--- config.mk ---
export PLATFORM = sky130hd
export DESIGN_NAME = mul_div_unit
export DESIGN_NICKNAME = d
export VERILOG_FILES = /design/src/rtl/mul_div_unit.sv
export SDC_FILE = /design/constraint.sdc
export NUM_CORES = 1
export LEC_CHECK = 0
export BUFFER_PORTS_ARGS = -buffer_cell sky130_fd_sc_hd__buf_4
export CAP_MARGIN = 5
export CORE_UTILIZATION = 50
export DETAILED_ROUTE_END_ITERATION = 10
export GPL_TIMING_DRIVEN = 0
export PLACE_DENSITY_LB_ADDON = 0.15
export SLEW_MARGIN = 10
export SYNTH_ARGS = -nofsm -noshare
export SYNTH_HDL_FRONTEND = slang
export SYNTH_SLANG_ARGS = --single-unit
--- constraint.sdc ---
create_clock -name clock -period 12 [get_ports clock]
set_input_delay 1.2 -clock clock [delete_from_list [all_inputs] [get_ports clock]]
set_output_delay 1.2 -clock clock [all_outputs]
set_load 0.03 [all_outputs]
--- src/rtl/mul_div_unit.sv ---
// Multi-cycle signed multiply/divide unit.
// Multiply: radix-2 Booth, one bit per clock. Divide: restoring on magnitudes with a
// final sign fix. Result lands in the z_hi/z_lo pair together with a one-cycle done.
module mul_div_unit #(
  parameter int unsigned WIDTH = 32
) (
  input  logic             clock,
  input  logic             clear,
  input  logic [WIDTH-1:0] A,
  input  logic [WIDTH-1:0] B,
  input  logic             start,
  input  logic             div_sel,
  output logic [WIDTH-1:0] z_hi,
  output logic [WIDTH-1:0] z_lo,
  output logic             busy,
  output logic             done,
  output logic             div_zero
);

  localparam int unsigned CntW = $clog2(WIDTH);
  // Two guard bits keep Booth partial sums exact even for the most negative multiplicand.
  localparam int unsigned AccW = WIDTH + 2;

  // StInit turns the latched operands into magnitudes / Booth setup one cycle after start.
  typedef enum logic [2:0] {StIdle, StInit, StCalc, StFix, StDone} state_e;

  state_e            state_q, state_d;
  logic [CntW-1:0]   cnt_q, cnt_d;
  logic [WIDTH-1:0]  a_q, a_d, b_q, b_d;
  logic              div_q, div_d;
  logic [AccW-1:0]   acc_q, acc_d;   // Booth accumulator or partial remainder
  logic [WIDTH-1:0]  mq_q, mq_d;     // multiplier or quotient bits
  logic              q1_q, q1_d;     // Booth q-1 bit
  logic [AccW-1:0]   opd_q, opd_d;   // multiplicand (sign-extended) or divisor magnitude
  logic [WIDTH-1:0]  z_hi_q, z_hi_d, z_lo_q, z_lo_d;
  logic              dz_q, dz_d;

  logic [WIDTH-1:0]  a_mag, b_mag;
  logic [AccW-1:0]   a_ext;
  logic [AccW-1:0]   booth_sum;
  logic [AccW-1:0]   rem_sh, trial;
  logic [WIDTH-1:0]  rem_raw, quo_fix, rem_fix;
  logic              last_step;

  // Magnitude of the most negative value is its own bit pattern read as unsigned.
  assign a_mag     = a_q[WIDTH-1] ? -a_q : a_q;
  assign b_mag     = b_q[WIDTH-1] ? -b_q : b_q;
  assign a_ext     = {{2{a_q[WIDTH-1]}}, a_q};
  assign rem_sh    = {acc_q[AccW-2:0], mq_q[WIDTH-1]};
  assign trial     = rem_sh - opd_q;
  assign rem_raw   = acc_q[WIDTH-1:0];
  assign quo_fix   = (a_q[WIDTH-1] ^ b_q[WIDTH-1]) ? -mq_q : mq_q;
  assign rem_fix   = a_q[WIDTH-1] ? -rem_raw : rem_raw;
  assign last_step = (cnt_q == CntW'(WIDTH - 1));

  // Booth add/subtract selection from the low multiplier bit pair.
  always_comb begin
    booth_sum = acc_q;
    case ({mq_q[0], q1_q})
      2'b01:   booth_sum = acc_q + opd_q;
      2'b10:   booth_sum = acc_q - opd_q;
      default: booth_sum = acc_q;
    endcase
  end

  // Next-state and datapath update.
  always_comb begin
    state_d = state_q;
    cnt_d   = cnt_q;
    a_d     = a_q;
    b_d     = b_q;
    div_d   = div_q;
    acc_d   = acc_q;
    mq_d    = mq_q;
    q1_d    = q1_q;
    opd_d   = opd_q;
    z_hi_d  = z_hi_q;
    z_lo_d  = z_lo_q;
    dz_d    = dz_q;

    unique case (state_q)
      StIdle, StDone: begin
        state_d = StIdle;
        if (start) begin
          a_d     = A;
          b_d     = B;
          div_d   = div_sel;
          dz_d    = 1'b0;
          state_d = StInit;
        end
      end
      StInit: begin
        cnt_d = '0;
        acc_d = '0;
        q1_d  = 1'b0;
        if (div_q && (b_q == '0)) begin
          z_hi_d  = a_q;
          z_lo_d  = '1;
          dz_d    = 1'b1;
          state_d = StDone;
        end else if (div_q) begin
          mq_d    = a_mag;
          opd_d   = {2'b00, b_mag};
          state_d = StCalc;
        end else begin
          mq_d    = b_q;
          opd_d   = a_ext;
          state_d = StCalc;
        end
      end
      StCalc: begin
        cnt_d = cnt_q + CntW'(1);
        if (div_q) begin
          if (!trial[AccW-1]) begin
            acc_d = trial;
            mq_d  = {mq_q[WIDTH-2:0], 1'b1};
          end else begin
            acc_d = rem_sh;
            mq_d  = {mq_q[WIDTH-2:0], 1'b0};
          end
        end else begin
          // Arithmetic right shift of {acc, multiplier, q-1}.
          acc_d = {booth_sum[AccW-1], booth_sum[AccW-1:1]};
          mq_d  = {booth_sum[0], mq_q[WIDTH-1:1]};
          q1_d  = mq_q[0];
        end
        if (last_step) begin
          state_d = StFix;
        end
      end
      StFix: begin
        if (div_q) begin
          z_hi_d = rem_fix;
          z_lo_d = quo_fix;
        end else begin
          z_hi_d = acc_q[WIDTH-1:0];
          z_lo_d = mq_q;
        end
        state_d = StDone;
      end
      default: state_d = StIdle;
    endcase
  end

  // State and datapath registers with synchronous clear.
  always_ff @(posedge clock) begin
    if (clear) begin
      state_q <= StIdle;
      cnt_q   <= '0;
      a_q     <= '0;
      b_q     <= '0;
      div_q   <= 1'b0;
      acc_q   <= '0;
      mq_q    <= '0;
      q1_q    <= 1'b0;
      opd_q   <= '0;
      z_hi_q  <= '0;
      z_lo_q  <= '0;
      dz_q    <= 1'b0;
    end else begin
      state_q <= state_d;
      cnt_q   <= cnt_d;
      a_q     <= a_d;
      b_q     <= b_d;
      div_q   <= div_d;
      acc_q   <= acc_d;
      mq_q    <= mq_d;
      q1_q    <= q1_d;
      opd_q   <= opd_d;
      z_hi_q  <= z_hi_d;
      z_lo_q  <= z_lo_d;
      dz_q    <= dz_d;
    end
  end

  assign busy     = (state_q == StInit) || (state_q == StCalc) || (state_q == StFix);
  assign done     = (state_q == StDone);
  assign z_hi     = z_hi_q;
  assign z_lo     = z_lo_q;
  assign div_zero = dz_q;

endmodule

# Yosys cells after proc, flatten, opt, wreduce, memory -nomap -nowiden
# Index checks and enable logic that the tools add are counted.
word_totals:
  in_bits: 68
  elab_cells: 79
  output_inout_bits: 67
  reg_bits: 239
classes:
  muxes: 30
  bitwise_logic: 2
  reduce_logical: 15
  eq_ne: 12
  add_sub_neg: 8
ops:
  columns: ["op", "n"]
  rows:
  - ["$mux W32", 11]
  - ["$pmux W32 S2", 3]
  - ["$pmux W34 S2", 2]
  - ["$neg A32 Y32", 4]
  - ["$mux W34", 3]
  - ["$sub A34 B34 Y34", 2]
  - ["$add A34 B34 Y34", 1]
  - ["$logic_not A32 Y1", 1]
  - ["$pmux W3 S4", 1]
  - ["$ne A2 B2 Y1 const B", 5]
  - ["$pmux W5 S2", 1]
  - ["$reduce_and A2 Y1", 5]
  - ["$eq A3 B2 Y1 const B", 2]
  - ["$mux W3", 2]
  - ["$reduce_bool A2 Y1", 3]
  - ["$add A5 B1 Y5 const B", 1]
  - ["$eq A5 B5 Y1 const B", 1]
  - ["$mux W1", 5]
  - ["$pmux W1 S2", 2]
  - ["$eq A3 B1 Y1 const B", 1]
  - ["$eq A3 B3 Y1 const B", 1]
  - ["$logic_not A3 Y1", 1]
  - ["$reduce_and A3 Y1", 1]
  - ["$eq A2 B1 Y1 const B", 1]
  - ["other kinds (6)", 7]

# Depth between registers and ports, before layout
depth:
  ltp_word: 5
  depth_mapped: 20
  depth_no_buf: 19

# Least setup slack after synthesis
# Ideal clock, no wire load.
synth_timing:
  kind: "register to register"
  start: "register opd_q[2]"
  end: "register acc_q[29]"
  stages_incl_launch_ff: 18
  setup_slack_ps: 8096
  arrival_time_ps: 3845
  t_required_ps: 11941
  n_path_buf: 1
  setup_ps: 59
  synth_period_minus_slack_ps: 3904
  cell_sequence: "dfxtp_1 nor4_1 and2_1 nor3b_1 and3_1 a21oi_1 xnor2_1 ha_1 clkbuf_1 and4_1 and3_1 and2_1 a211oi_1 nor3_1 nor3_1 xor2_1 a221oi_1 a22o_1"
synth_between:
  elab_chain_cells: 4
  word_cells_on_any_way: 7
  cone_classes: "3 x add/sub; 4 x mux"
synth_rtl:
  columns: ["element", "line", "text"]
  rows:
  - ["start, declared", "34", "logic [AccW-1:0] opd_q, opd_d;"]
  - ["start signal, assigned", "169", "opd_q <= opd_d;"]
  - ["$sub A34 B34 Y34, or another cell as far along", "61", "2'b10: booth_sum = acc_q - opd_q;"]
  - ["$pmux W34 S2 / $mux W34 (equally long branches)", "59, 114", null]
  - ["$mux W34 (*)", "113", "if (div_q) begin"]
  - ["$pmux W34 S2 (*)", "81", "unique case (state_q)"]
  - ["end signal, assigned", "153", "acc_q <= '0;"]
  - ["end signal, assigned", "166", "acc_q <= acc_d;"]
  - ["end, declared", "31", "logic [AccW-1:0] acc_q, acc_d;"]
# Mark *: on every way between the ends. The rest lies on a longest branch, timed or not.
# A chain may end at the register's enable or synchronous reset.

# Worst setup path in the final report
layout_timing:
  start: "register mq_q[0]"
  end: "register acc_q[32]"
layout_between:
  elab_chain_cells: 4
  word_cells_on_any_way: 5
  cone_classes: "2 x eq/ne; 3 x mux"
layout_rtl:
  columns: ["element", "line", "text"]
  rows:
  - ["start, declared", "32", "logic [WIDTH-1:0] mq_q, mq_d;"]
  - ["start signal, assigned", "167", "mq_q <= mq_d;"]
  - ["$eq A2 B2 Y1 / $eq A2 B1 Y1 (equally long branches)", "59", "case ({mq_q[0], q1_q})"]
  - ["$pmux W34 S2 (*)", "59", null]
  - ["$mux W34 (*)", "113", null]
  - ["$pmux W34 S2 (*)", "81", null]
# Marked as above.

==> flow_results.org <==
** Run status
- Result of the run :: finished, final reports clean

** Synthesis
- Of all cell types, the one taking the most synthesized area is sky130_fd_sc_hd__dfxtp_1.
- Sequential-to-total area share from yosys stat :: a little over a quarter
- In the synthesized netlist, the cells that appear most often are sky130_fd_sc_hd__nand2_1 (300), sky130_fd_sc_hd__nor2_1 (279), sky130_fd_sc_hd__a21oi_1 (238), sky130_fd_sc_hd__dfxtp_1 (238), sky130_fd_sc_hd__clkbuf_1 (134).
- Synthesized instance count :: between 2,000 and 2,500
- Synth Register Bits :: approximately 240
- Number of distinct standard cells referenced by the synthesized netlist :: between 70 and 80
- Among all flip-flop cells after synthesis, the most frequent one is sky130_fd_sc_hd__dfxtp_1.
- Top-area cell type share of the netlist area :: 27.37%
- Share of synthesized flip-flops with an asynchronous set or reset :: 0%
- Ranked by total cell area, the synthesized netlist is headed by sky130_fd_sc_hd__dfxtp_1 (27%), sky130_fd_sc_hd__a21oi_1 (6.8%), sky130_fd_sc_hd__nand2_1 (6.5%).
- Most instantiated library cell after synthesis :: sky130_fd_sc_hd__nand2_1
- The cell area that synthesis handed to floorplanning was between 15,000 and 20,000 µm².
- Synthesis Warnings :: 0
- Synthesis produced a netlist with a net count of ~2,500.
- Average footprint of a synthesized cell :: around 7.5 µm²
- In this run, synthesis inferred 0 flip-flops with an integrated enable.

** Worst setup path
- Critical path peak fanout :: 10
- Critical path capture point type :: flop
- In this design, the stage delay of the slowest critical-path cell is between 0.7 and 0.8 ns.
- For the worst flop-to-flop path, the logic depth is 15.
- The worst setup path is of the flop to flop kind.
- RR Endpoint :: acc_q[32]
- At the worst endpoint, the required time is about 12 ns.
- Startpoint types :: flop
- Data on the critical path arrives at its endpoint at roughly 6.4 ns.
- Highest-delay cell along the critical path :: sky130_fd_sc_hd__o31ai_1
- Gate family responsible for the most delay along the worst path :: compound AO/OA/AOI/OAI gates
- CP bufs+invs :: 2
- In this run the critical register-to-register path is launched from mq_q[0].
- Critical path, cell by cell :: ha_1, clkbuf_1, clkbuf_1, mux2i_1, ha_1, nor2b_1, o31a_1, o21ai_0, a2111oi_0, o31ai_1, o21bai_1, o221ai_1, mux2i_1, xor2_1, o311ai_0
- The critical path crosses 15 cells after its start point.
- Slack of the worst reg-to-reg path :: just under 6 ns

** Timing
- Hold timing on the final database bottoms out at a slack of between 0.4 and 0.5 ns.
- Total negative slack for setup checks :: 0 ns
- Worst-case headroom to the max-slew limit :: 19.92%
- Fin Clk Skew :: 0.01345 ns
- The final count of pins violating max slew came to 0.
- Hold Fails Final Rpt :: 0
- Crit share post-route :: 50.30%
- Across all setup checks in the final design, the least slack found is around 6.0 ns.
- Setup violations remaining at the end of the flow were counted as 0.
- Worst-margin pin slew :: approximately 1.2 ns
- Setup repair after global routing left no endpoint under its margin.
- Derived from the worst setup path, the maximum achievable clock frequency is roughly 170 MHz.
- Final Critical Period :: between 6 and 7 ns

** Cells and area
- The post-route netlist has roughly 11% of its cells at a drive strength greater than 1.
- Filler instances :: approximately 3,200
- Area added between synthesis and finish :: 14.34%
- Fin nets :: ~2,600
- Post-Route Utilization :: roughly three fifths
- The finished layout holds approximately 2,900 standard cells, fillers aside.

** Routing
- Routed len/inst :: approximately 24 µm
- Detailed-route wire length :: between 70,000 and 80,000 µm
- The pre-antenna-repair detailed-routing pass consisted of 6 iterations.
- Total DRC errors in the routed layout :: 0
- ANT nets after route :: 0
- Detail-routed via count per cell :: between 6 and 7
- Routed vias :: between 15,000 and 20,000
- DRT iter0 DRCs :: about 2,400

** Clock network
- Clock tree synthesis found a total of 238 sinks.
- TritonCTS built the clock tree.
- Max Buffers Root-to-Sink :: 3
- CTS H-tree lvls :: 1
- Clock-pin slew was measured on the worst setup and hold paths at 0.06 ns.
- Hold repair after CTS inserted 0 buffers.
- CTS-repair resized insts :: 0
- At the later pin of the worst-skew pair, clock insertion delay measures 0.56 ns.
- After clock tree synthesis, the setup repair step added 0 buffers.
- TritonCTS created 27 clock buffers.
- Clock tree root driver cell :: sky130_fd_sc_hd__clkbuf_16

** Run
- Max-cap violations in this run came to 0.

** GRT
- The first global-routing pass estimated approximately 100,000 µm of wire.
- Entering global routing, the biggest net connects 14 pins.
- For this run the aggregate overflow at the end of global routing stands at 0.
- The number of antenna violations at the first check in global routing was 1.
- The via count of the first global-routing pass is between 15,000 and 20,000.
- Global routing used 38.59% of the available tracks across all layers.

** Floorplanning
- For this design the top-level I/O count stands at between 100 and 150.
- Floorplan core area :: 33,870 µm²
- Die Ht :: approximately 190 µm
- Die span in x :: 188.6 µm
- Number of placement rows :: 67
- Starting Density :: 51.40%
- The die covers 35,570 µm².

** Worst hold path
- Class of the tightest hold or removal check :: flop to flop
- Worst hold endpoint :: cnt_q[3]
- Counting instances, the worst hold path has a depth of 1.
- In this run the most critical hold path is launched from cnt_q[3].

** Place
- Timing analysis after detailed placement gives a worst setup slack of 6.263 ns.
- Port bufs :: roughly 130
- Detailed placement ended at an HPWL of between 50,000 and 60,000 µm.
- The number of placed instances, taps included, is between 2,000 and 3,000.
- At the end of routability-driven placement, the weighted congestion stood at 0.9937.

** Power
- Dividing total power by cell area gives a power density of about 150 nW/µm².
- Worst ir drop on vdd :: 0.1231 mV
- Summed over all cells, the static leakage comes to 7.731 nW.
==> kinds of logic (layout without fill, tap and decap cells) <==
logic type	after synthesis	count (layout)	synth area share, %
and+or+nand+nor	828	828	21.17
AOI/OAI and AO/OA	683	683	26.57
buffers and inverters	252	433	5.793
DFF	238	238	27.37
xor gates and xnor gates	206	206	10.36
adders and majority gates	76	76	5.548
muxes	36	36	3.191
other	0	1	0
==> layout by cell type, fill, tap and decap left out, drive strengths merged, types with 11 or more instances in the layout <==
master / instances
xnor2: 114
o31ai: 31
nand3: 35
nor2: 280
mux2i: 15
and2: 15
a311oi: 14
and3: 17
a221oi: 32
a21oi: 238
a21o: 33
o211ai: 33
or3: 13
nor4: 14
nand2b: 18
dfxtp: 238
o21ai: 93
mux4: 15
a211oi: 61
buf: 173
o22ai: 15
ha: 74
xor2: 92
nor2b: 11
inv: 79
clkbuf: 169
nand2: 300
nor3: 83
a31oi: 24
nand4: 12
a32o: 17
or4: 12
o41ai: 13
==> power breakdown <==
part           switching (mW)  internal, mW  leakage (nW)
combinational           0.727         0.411          5.33
sequential             0.0792         0.831          1.94
clock                   0.355         0.519         0.463
total                    1.16          1.76          7.73
==> registers in the layout, indices dropped and copies added, names as in the netlist <==
name / flops
mq_q: 32
cnt_q: 5
div_q: 1
acc_q: 34
div_zero: 1
q1_q: 1
z_hi: 32
z_lo: 32
b_q: 32
a_q: 32
state_q: 3
opd_q: 33
==> worst max-delay path by stage <==
stage	endpoint	start	slack, ns
after floorplan	acc_q[29]	opd_q[2]	8.10
after global placement	acc_q[32]	mq_q[0]	6.30
after detailed placement	acc_q[32]	mq_q[0]	6.26
final	acc_q[32]	mq_q[0]	5.96
after global routing	acc_q[32]	mq_q[0]	5.82
after CTS	acc_q[32]	mq_q[0]	6.24
==> per-stage QoR <==
stage / total power [mW] / cell area [µm²]
3_5_place_dp: 2.015 / 18970
2_1_floorplan: 1.682 / 17410
4_1_cts: 2.877 / 19900
3_3_place_gp: 2.006 / 18970
6_report: 2.921 / 19910
5_1_grt: 3.039 / 19900
==> cell type report <==
class / count / area [µm²] / share of cell area, %
clock inverters: 13 / 153.9 / 0.7732
well taps: 448 / 560.5 / 2.816
clock buffers: 35 / 775.7 / 3.897
repair buffers: 133 / 998.5 / 5.016
inverters: 78 / 292.8 / 1.471
flip-flops and latches: 238 / 4765 / 23.94
diodes: 1 / 2.502 / 0.01257
plain buffers: 174 / 715.7 / 3.595
multi-input cells: 1829 / 11640 / 58.48
==> per-layer routing <==
| layer | wire length [µm] | track usage [%] | up-vias |
|---|---|---|---|
| met5 | 15 | 0 | - |
| met4 | 2513 | 9.801 | 2 |
| met3 | 8349 | 8.735 | 181 |
| met2 | 28190 | 55.51 | 1171 |
| met1 | 31680 | 57.31 | 8947 |
| li1 | - | - | 8625 |
Power figures use the tool's default switching activity.
